--- src/rtl/picorv32_wb_bridge_if.sv ---
// Core memory port plus Wishbone master bus, bundled for picorv32_wb_bridge.
// master: bridge side (takes mem_*, drives wbm_*); slave: core/interconnect side.
// With WB_BRIDGE_STALL_EN defined the bundle also carries wbm_stall_i.
interface picorv32_wb_bridge_if #(
   parameter int ADDR_WIDTH = 32
);
   logic                  mem_valid;
   logic [31:0]           mem_addr;
   logic [31:0]           mem_wdata;
   logic [3:0]            mem_wstrb;
   logic                  mem_ready;
   logic [31:0]           mem_rdata;
   logic [ADDR_WIDTH-1:0] wbm_adr_o;
   logic [31:0]           wbm_dat_o;
   logic [31:0]           wbm_dat_i;
   logic                  wbm_we_o;
   logic [3:0]            wbm_sel_o;
   logic                  wbm_stb_o;
   logic                  wbm_cyc_o;
   logic                  wbm_ack_i;
   logic                  wbm_err_i;
   logic                  wbm_rty_i;
`ifdef WB_BRIDGE_STALL_EN
   logic                  wbm_stall_i;
`endif

   modport master (
      input  mem_valid, mem_addr, mem_wdata, mem_wstrb,
      output mem_ready, mem_rdata,
      output wbm_adr_o, wbm_dat_o, wbm_we_o, wbm_sel_o,
      output wbm_stb_o, wbm_cyc_o,
      input  wbm_dat_i, wbm_ack_i, wbm_err_i, wbm_rty_i
`ifdef WB_BRIDGE_STALL_EN
      , input wbm_stall_i
`endif
   );

   modport slave (
      output mem_valid, mem_addr, mem_wdata, mem_wstrb,
      input  mem_ready, mem_rdata,
      input  wbm_adr_o, wbm_dat_o, wbm_we_o, wbm_sel_o,
      input  wbm_stb_o, wbm_cyc_o,
      output wbm_dat_i, wbm_ack_i, wbm_err_i, wbm_rty_i
`ifdef WB_BRIDGE_STALL_EN
      , output wbm_stall_i
`endif
   );
endinterface

--- src/rtl/picorv32_wb_bridge.sv ---
// picorv32 native memory port to Wishbone master, with bounded retry on
// wbm_rty_i, per-attempt timeout watchdog and failed-access reporting.
// Ports: wb_clk_i, wb_rst_i (sync, active-high); bus (mem_* / wbm_*, master
// modport); bus_err_o/bus_tmo_o pulses; err_addr_o, err_count_o (saturating).
// Macro WB_BRIDGE_STALL_EN selects B4 pipelined mode (wbm_stall_i).
module picorv32_wb_bridge #(
   parameter int          ADDR_WIDTH     = 32,
   parameter int          TIMEOUT_CYCLES = 256,
   parameter int          MAX_RETRIES    = 3,
   parameter logic [31:0] ERR_RDATA      = 32'hDEAD_BEEF
) (
   input  logic                 wb_clk_i,
   input  logic                 wb_rst_i,
   picorv32_wb_bridge_if.master bus,
   output logic                 bus_err_o,
   output logic                 bus_tmo_o,
   output logic [31:0]          err_addr_o,
   output logic [15:0]          err_count_o
);
   localparam int TW = (TIMEOUT_CYCLES > 1) ? $clog2(TIMEOUT_CYCLES) : 1;

   typedef enum logic [1:0] {
      IDLE    = 2'd0,
      ACTIVE  = 2'd1,
      BACKOFF = 2'd2,
      DONE    = 2'd3
   } state_t;

   state_t                state_q, state_n;
   logic [ADDR_WIDTH-1:0] adr_q, adr_n;
   logic [31:0]           addr_q, addr_n;
   logic [31:0]           dat_q, dat_n;
   logic [31:0]           rdata_q, rdata_n;
   logic [31:0]           eaddr_q, eaddr_n;
   logic [15:0]           ecnt_q, ecnt_n;
   logic [3:0]            sel_q, sel_n;
   logic [3:0]            rcnt_q, rcnt_n;
   logic [TW-1:0]         tcnt_q, tcnt_n;
   logic                  we_q, we_n;
   logic                  cyc_q, cyc_n;
   logic                  stb_q, stb_n;
   logic                  fail, tmo, tmo_hit;

   assign tmo_hit = (TIMEOUT_CYCLES != 0) &&
                    (32'(tcnt_q) == 32'(TIMEOUT_CYCLES - 1));

   always_comb begin
      state_n = state_q;
      adr_n   = adr_q;
      addr_n  = addr_q;
      dat_n   = dat_q;
      rdata_n = rdata_q;
      eaddr_n = eaddr_q;
      ecnt_n  = ecnt_q;
      sel_n   = sel_q;
      rcnt_n  = rcnt_q;
      tcnt_n  = tcnt_q;
      we_n    = we_q;
      cyc_n   = cyc_q;
      stb_n   = stb_q;
      fail    = 1'b0;
      tmo     = 1'b0;
      unique case (state_q)
         IDLE: begin
            if (bus.mem_valid) begin
               adr_n   = {bus.mem_addr[ADDR_WIDTH-1:2], 2'b00};
               addr_n  = bus.mem_addr;
               dat_n   = bus.mem_wdata;
               we_n    = |bus.mem_wstrb;
               sel_n   = (|bus.mem_wstrb) ? bus.mem_wstrb : 4'hF;
               cyc_n   = 1'b1;
               stb_n   = 1'b1;
               rcnt_n  = 4'd0;
               tcnt_n  = '0;
               state_n = ACTIVE;
            end
         end
         ACTIVE: begin
            tcnt_n = tcnt_q + 1'b1;
`ifdef WB_BRIDGE_STALL_EN
            // B4 pipelined: request is accepted on first non-stall cycle
            if (stb_q && !bus.wbm_stall_i)
               stb_n = 1'b0;
`endif
            if (bus.wbm_ack_i) begin
               if (!we_q)
                  rdata_n = bus.wbm_dat_i;
               cyc_n   = 1'b0;
               stb_n   = 1'b0;
               we_n    = 1'b0;
               state_n = DONE;
            end else if (bus.wbm_err_i ||
                         (bus.wbm_rty_i && rcnt_q == 4'(MAX_RETRIES))) begin
               fail = 1'b1;
            end else if (bus.wbm_rty_i) begin
               cyc_n   = 1'b0;
               stb_n   = 1'b0;
               rcnt_n  = rcnt_q + 4'd1;
               state_n = BACKOFF;
            end else if (tmo_hit) begin
               fail = 1'b1;
               tmo  = 1'b1;
            end
            if (fail) begin
               if (!we_q)
                  rdata_n = ERR_RDATA;
               eaddr_n = addr_q;
               if (ecnt_q != 16'hFFFF)
                  ecnt_n = ecnt_q + 16'd1;
               cyc_n   = 1'b0;
               stb_n   = 1'b0;
               we_n    = 1'b0;
               state_n = DONE;
            end
         end
         BACKOFF: begin
            cyc_n   = 1'b1;
            stb_n   = 1'b1;
            tcnt_n  = '0;
            state_n = ACTIVE;
         end
         DONE: begin
            state_n = IDLE;
         end
         default: begin
            state_n = IDLE;
         end
      endcase
   end

   always_ff @(posedge wb_clk_i) begin
      if (wb_rst_i) begin
         state_q <= IDLE;
         adr_q   <= '0;
         addr_q  <= '0;
         dat_q   <= '0;
         rdata_q <= '0;
         eaddr_q <= '0;
         ecnt_q  <= '0;
         sel_q   <= '0;
         rcnt_q  <= '0;
         tcnt_q  <= '0;
         we_q    <= 1'b0;
         cyc_q   <= 1'b0;
         stb_q   <= 1'b0;
      end else begin
         state_q <= state_n;
         adr_q   <= adr_n;
         addr_q  <= addr_n;
         dat_q   <= dat_n;
         rdata_q <= rdata_n;
         eaddr_q <= eaddr_n;
         ecnt_q  <= ecnt_n;
         sel_q   <= sel_n;
         rcnt_q  <= rcnt_n;
         tcnt_q  <= tcnt_n;
         we_q    <= we_n;
         cyc_q   <= cyc_n;
         stb_q   <= stb_n;
      end
   end

   // Failure pulses are flagged in the terminating cycle, ahead of mem_ready
   assign bus_err_o     = fail & ~wb_rst_i;
   assign bus_tmo_o     = tmo & ~wb_rst_i;
   assign bus.mem_ready = (state_q == DONE) & ~wb_rst_i;
   assign bus.mem_rdata = rdata_q;
   assign bus.wbm_adr_o = adr_q;
   assign bus.wbm_dat_o = dat_q;
   assign bus.wbm_we_o  = we_q;
   assign bus.wbm_sel_o = sel_q;
   assign bus.wbm_cyc_o = cyc_q;
   assign bus.wbm_stb_o = stb_q;
   assign err_addr_o    = eaddr_q;
   assign err_count_o   = ecnt_q;
endmodule
--- src/flat_wrapper.sv ---
// flat-port wrapper written by rule: the top's interface ports become plain ports
module picorv32_wb_bridge_flat 
#(
   parameter int          ADDR_WIDTH     = 32,
   parameter int          TIMEOUT_CYCLES = 256,
   parameter int          MAX_RETRIES    = 3,
   parameter logic [31:0] ERR_RDATA      = 32'hDEAD_BEEF
)
  (wb_clk_i, wb_rst_i, bus_err_o, bus_tmo_o, err_addr_o, err_count_o, bus_mem_valid, bus_mem_addr, bus_mem_wdata, bus_mem_wstrb, bus_mem_ready, bus_mem_rdata, bus_wbm_adr_o, bus_wbm_dat_o, bus_wbm_we_o, bus_wbm_sel_o, bus_wbm_stb_o, bus_wbm_cyc_o, bus_wbm_dat_i, bus_wbm_ack_i, bus_wbm_err_i, bus_wbm_rty_i);
  picorv32_wb_bridge_if #(.ADDR_WIDTH(ADDR_WIDTH)) bus_i ();
  input  logic wb_clk_i;
  input  logic wb_rst_i;
  output logic bus_err_o;
  output logic bus_tmo_o;
  output logic [31:0] err_addr_o;
  output logic [15:0] err_count_o;
  input wire logic [$bits(bus_i.mem_valid)-1:0] bus_mem_valid;
  input wire logic [$bits(bus_i.mem_addr)-1:0] bus_mem_addr;
  input wire logic [$bits(bus_i.mem_wdata)-1:0] bus_mem_wdata;
  input wire logic [$bits(bus_i.mem_wstrb)-1:0] bus_mem_wstrb;
  output wire logic [$bits(bus_i.mem_ready)-1:0] bus_mem_ready;
  output wire logic [$bits(bus_i.mem_rdata)-1:0] bus_mem_rdata;
  output wire logic [$bits(bus_i.wbm_adr_o)-1:0] bus_wbm_adr_o;
  output wire logic [$bits(bus_i.wbm_dat_o)-1:0] bus_wbm_dat_o;
  output wire logic [$bits(bus_i.wbm_we_o)-1:0] bus_wbm_we_o;
  output wire logic [$bits(bus_i.wbm_sel_o)-1:0] bus_wbm_sel_o;
  output wire logic [$bits(bus_i.wbm_stb_o)-1:0] bus_wbm_stb_o;
  output wire logic [$bits(bus_i.wbm_cyc_o)-1:0] bus_wbm_cyc_o;
  input wire logic [$bits(bus_i.wbm_dat_i)-1:0] bus_wbm_dat_i;
  input wire logic [$bits(bus_i.wbm_ack_i)-1:0] bus_wbm_ack_i;
  input wire logic [$bits(bus_i.wbm_err_i)-1:0] bus_wbm_err_i;
  input wire logic [$bits(bus_i.wbm_rty_i)-1:0] bus_wbm_rty_i;
  assign bus_i.mem_valid = bus_mem_valid;
  assign bus_i.mem_addr = bus_mem_addr;
  assign bus_i.mem_wdata = bus_mem_wdata;
  assign bus_i.mem_wstrb = bus_mem_wstrb;
  assign bus_mem_ready = bus_i.mem_ready;
  assign bus_mem_rdata = bus_i.mem_rdata;
  assign bus_wbm_adr_o = bus_i.wbm_adr_o;
  assign bus_wbm_dat_o = bus_i.wbm_dat_o;
  assign bus_wbm_we_o = bus_i.wbm_we_o;
  assign bus_wbm_sel_o = bus_i.wbm_sel_o;
  assign bus_wbm_stb_o = bus_i.wbm_stb_o;
  assign bus_wbm_cyc_o = bus_i.wbm_cyc_o;
  assign bus_i.wbm_dat_i = bus_wbm_dat_i;
  assign bus_i.wbm_ack_i = bus_wbm_ack_i;
  assign bus_i.wbm_err_i = bus_wbm_err_i;
  assign bus_i.wbm_rty_i = bus_wbm_rty_i;
  picorv32_wb_bridge #(.ADDR_WIDTH(ADDR_WIDTH), .TIMEOUT_CYCLES(TIMEOUT_CYCLES), .MAX_RETRIES(MAX_RETRIES), .ERR_RDATA(ERR_RDATA)) u_core (.wb_clk_i(wb_clk_i), .wb_rst_i(wb_rst_i), .bus(bus_i), .bus_err_o(bus_err_o), .bus_tmo_o(bus_tmo_o), .err_addr_o(err_addr_o), .err_count_o(err_count_o));
endmodule
--- config.mk ---
export PLATFORM = sky130hd
export DESIGN_NAME = picorv32_wb_bridge_flat
export DESIGN_NICKNAME = d
export VERILOG_FILES = /design/src/rtl/picorv32_wb_bridge_if.sv /design/src/rtl/picorv32_wb_bridge.sv /design/src/flat_wrapper.sv
export SDC_FILE = /design/constraint.sdc
export NUM_CORES = 1
export LEC_CHECK = 0
export CORE_ASPECT_RATIO = 1.4
export CORE_UTILIZATION = 29
export CTS_CLUSTER_DIAMETER = 60
export CTS_CLUSTER_SIZE = 8
export DETAILED_ROUTE_END_ITERATION = 8
export MAX_ROUTING_LAYER = met4
export PLACE_DENSITY = 0.61
export RECOVER_POWER = 50
export SYNTH_ARGS = -nofsm -noshare
export SYNTH_HDL_FRONTEND = slang
export SYNTH_SLANG_ARGS = --single-unit
--- constraint.sdc ---
create_clock -name wb_clk_i -period 2.46 [get_ports wb_clk_i]
set_input_delay 0.615 -clock wb_clk_i [delete_from_list [all_inputs] [get_ports wb_clk_i]]
set_output_delay 0.615 -clock wb_clk_i [all_outputs]
set_load 0.02 [all_outputs]
==> qor.yml <==
fin_tns_setup_ns: 0
r2r_cells: 7
critPathCaptureType: "output pin"
max_freq_mhz: 425
wl_um: 21200
yosys.area_share.adder: 0.00556
final_cell_mix: "nand2_1 (235), clkdlybuf4s50_1 (199), dfxtp_1 (163)"
drtAntennaViolNets: 0
layout.nets: 1181
cts_hold_buf: 0
finClkSkew_ns: 0.0138
numPortBuffers: 257
muxShareOfSynthArea: 0.00686
cts_buffers: 17
avgSynthCellArea_um2: 8.02
drc: 0
drt_iter0_markers: 367
dieArea_um2: 23900
first_pass_iters: 6
start_kind: "input pin"
synthFlopType: "dfxtp_1"
ioPinCount: 260
yosys_warnings: 0
wl_per_cell_um: 15.3
syn_area_um2: 6750
ys_types: 56
seq_area_frac_synth: 0.486
syn-instance-count: 842
criticalPathCategory: "input pin to output pin"
area_delta_synth_final_pct: 51.3
routed-via-count: 6495
ys_ff_latch: 164
worstHoldStart: "u_core.bus.wbm_dat_o[30]$_SDFFE_PP0P_"
drv_slew: 0
cts_root_buffer: "clkbuf_16"
min_path_type: "flip-flop to flip-flop"
synth_xor_area_frac: 0.0130
grt_max_degree: 98
rows: 65
hold_viol_final: 0
design_area_um2: 10200
max-vdd-ir-drop_v: 0.000491
path_clk_slew_ns: 0.07
rsz0062_at_grt: "false"
post-cts-setup-buffers: 0
crit_fanout: 4
drive_above_1_share: 0.0940
grt_pass1_wl_um: 33300
synth-simple-area-share: 0.231
setup_viol: 0
fin_crit_sh: 0.956
synth_top_family_by_area: "simple AND/OR/NAND/NOR gates"
async_flop_share: 0
grt_overflow_total: 0
vias_per_cell: 4.68
dp.cells: 1354
max_slew_margin: 0.286
clk_latency_ns: 0.42
grt_usage: 0.184
holdPathStages: 2
p_per_area_nw_per_um2: 657
tightestPinTransition_ns: 1.07
numClockSinks: 164
reg2reg_from: "u_core.rcnt_q[1]$_SDFFE_PP0P_"
cp.arrival_ns: 1.74
synth-edff-count: 0
placed_area_um2: 9610
die_y_um: 183
cts_tree: "built"
rrSetupSlack_ns: 0.37
p_leak_uw: 0.00372
stdcell_count: 1387
outcome: "finished, final reports clean"
required_ns: 1.85
grt_pass1_vias: 6222
start_util: 0.297
dp_hpwl_um: 14700
place.gp.congestion: 0.806
coreArea_um2: 22700
htree_levels: 4
die_x_um: 131
min_period_ns: 2.35
cts_buffer_depth: 2
synth_compound_area_frac: 0.176
drv_cap: 0
final_common_cell: "nand2_1"
antenna_found_initial: 1
hold_path_end: "u_core.bus.wbm_dat_o[30]$_SDFFE_PP0P_"
crit-reg2reg-capture: "u_core.err_count_o[8]$_SDFFE_PP0P_"
==> layer usage <==
| metal | GRT usage | wire length, um |
|---|---|---|
| met3 | 0.0375 | 838 |
| met2 | 0.318 | 11000 |
| met5 | - | 0 |
| met4 | 0.0634 | 495 |
| met1 | 0.207 | 8880 |
==> per-stage QoR <==
step / hold WS (ns) / total power [uW] / util / setup WS (ns)
2_1_floorplan: 0.432 / 3440 / - / 0.0511
3_3_place_gp: 0.441 / 3960 / 0.424 / -0.624
3_5_place_dp: 0.445 / 3960 / 0.424 / -0.635
4_1_cts: 0.455 / 6830 / 0.452 / 0.0291
5_1_grt: 0.463 / 7010 / 0.450 / 0.0199
6_report: 0.451 / 6710 / 0.450 / 0.109
==> flip-flops by register name, indices dropped and copies added (netlist names), 4 cells and up <==
register / cells
u_core.err_addr_o: 32
u_core.bus.wbm_dat_o: 32
u_core.addr_q: 31
u_core.err_count_o: 16
u_core.rcnt_q: 4
u_core.bus.mem_rdata: 32
u_core.bus.wbm_sel_o: 4
u_core.tcnt_q: 8
==> synth_stat cells, drive strengths merged, types with 2 or more instances <==
cell,instances,share of area
dfxtp,164,0.49
o31ai,2,0.0022
nor4,8,0.015
mux2,2,0.0039
nand4b,2,0.0026
mux2i,2,0.0030
and3,2,0.0019
nand2,235,0.13
xnor2,10,0.013
nand3,14,0.010
o21a,2,0.0022
buf,48,0.049
nor3,11,0.0096
o211a,2,0.0030
o21ai,37,0.027
and2,2,0.0019
nor3b,10,0.011
nor2,33,0.018
nand2b,5,0.0046
o211ai,5,0.0056
ha,3,0.0056
o21bai,2,0.0022
nor2b,2,0.0019
a31oi,28,0.026
and4,3,0.0039
or2,2,0.0019
o221a,4,0.0067
a21oi,120,0.089
or4,2,0.0022
inv,10,0.0056
clkbuf,46,0.026
nand4,9,0.0093
==> layout make-up <==
type | instances | area [um2]
Clock buffer | 18 | 439
Inverter | 10 | 37.5
Timing Repair Buffer | 304 | 2930
Multi-Input combinational cell | 575 | 2950
Tap cell | 301 | 377
Antenna cell | 1 | 2.50
Fill cell | 2233 | 12500
Clock inverter | 14 | 188
Sequential cell | 164 | 3280
==> repair_timing <==
item / 4_1_cts / 5_1_grt
setup endpoints to repair: 3 / 2
resized for setup: 18 / 4
pin swaps: 1 / 0
hold endpoints to repair: 0 / 0
==> how the worst max path moves through the flow <==
stage	end	startpoint	cells after the start	slack, ns
after CTS	bus_tmo_o	u_core.tcnt_q[0]$_SDFFE_PP0P_	7	0.03
after global routing	bus_err_o	u_core.rcnt_q[1]$_SDFFE_PP0P_	6	0.02
after floorplan	bus_err_o	bus_wbm_rty_i	5	0.05
after detailed placement	bus_tmo_o	bus_wbm_rty_i	7	-0.63
after global placement	bus_err_o	bus_wbm_rty_i	6	-0.62
final	bus_err_o	bus_wbm_rty_i	6	0.11
==> power by group <==
part           leakage [uW]  total [uW]  internal, uW  switching, uW
clock              0.000298        2850          1660           1190
combinational       0.00208        1010           469            544
sequential          0.00134        2850          2780           72.6
==> logic make-up (layout without fill, tap and decap cells) <==
family	Yosys count	after routing
XOR/XNOR	10	10
AO/OA/AOI/OAI	211	211
multiplexers	4	4
buffers and inverters	104	346
other	1	3
flip-flops	164	164
AND/OR/NAND/NOR	345	345
adder cells (fa/ha/maj)	3	3
==> critical path, stage by stage <==
cell and delay (ns):
dlygate4sd2_1 0.26, nand4b_1 0.20, o211a_1 0.28, nor3_2 0.11
buf_4 0.14, buf_4 0.13
Power figures use the tool's default switching activity.
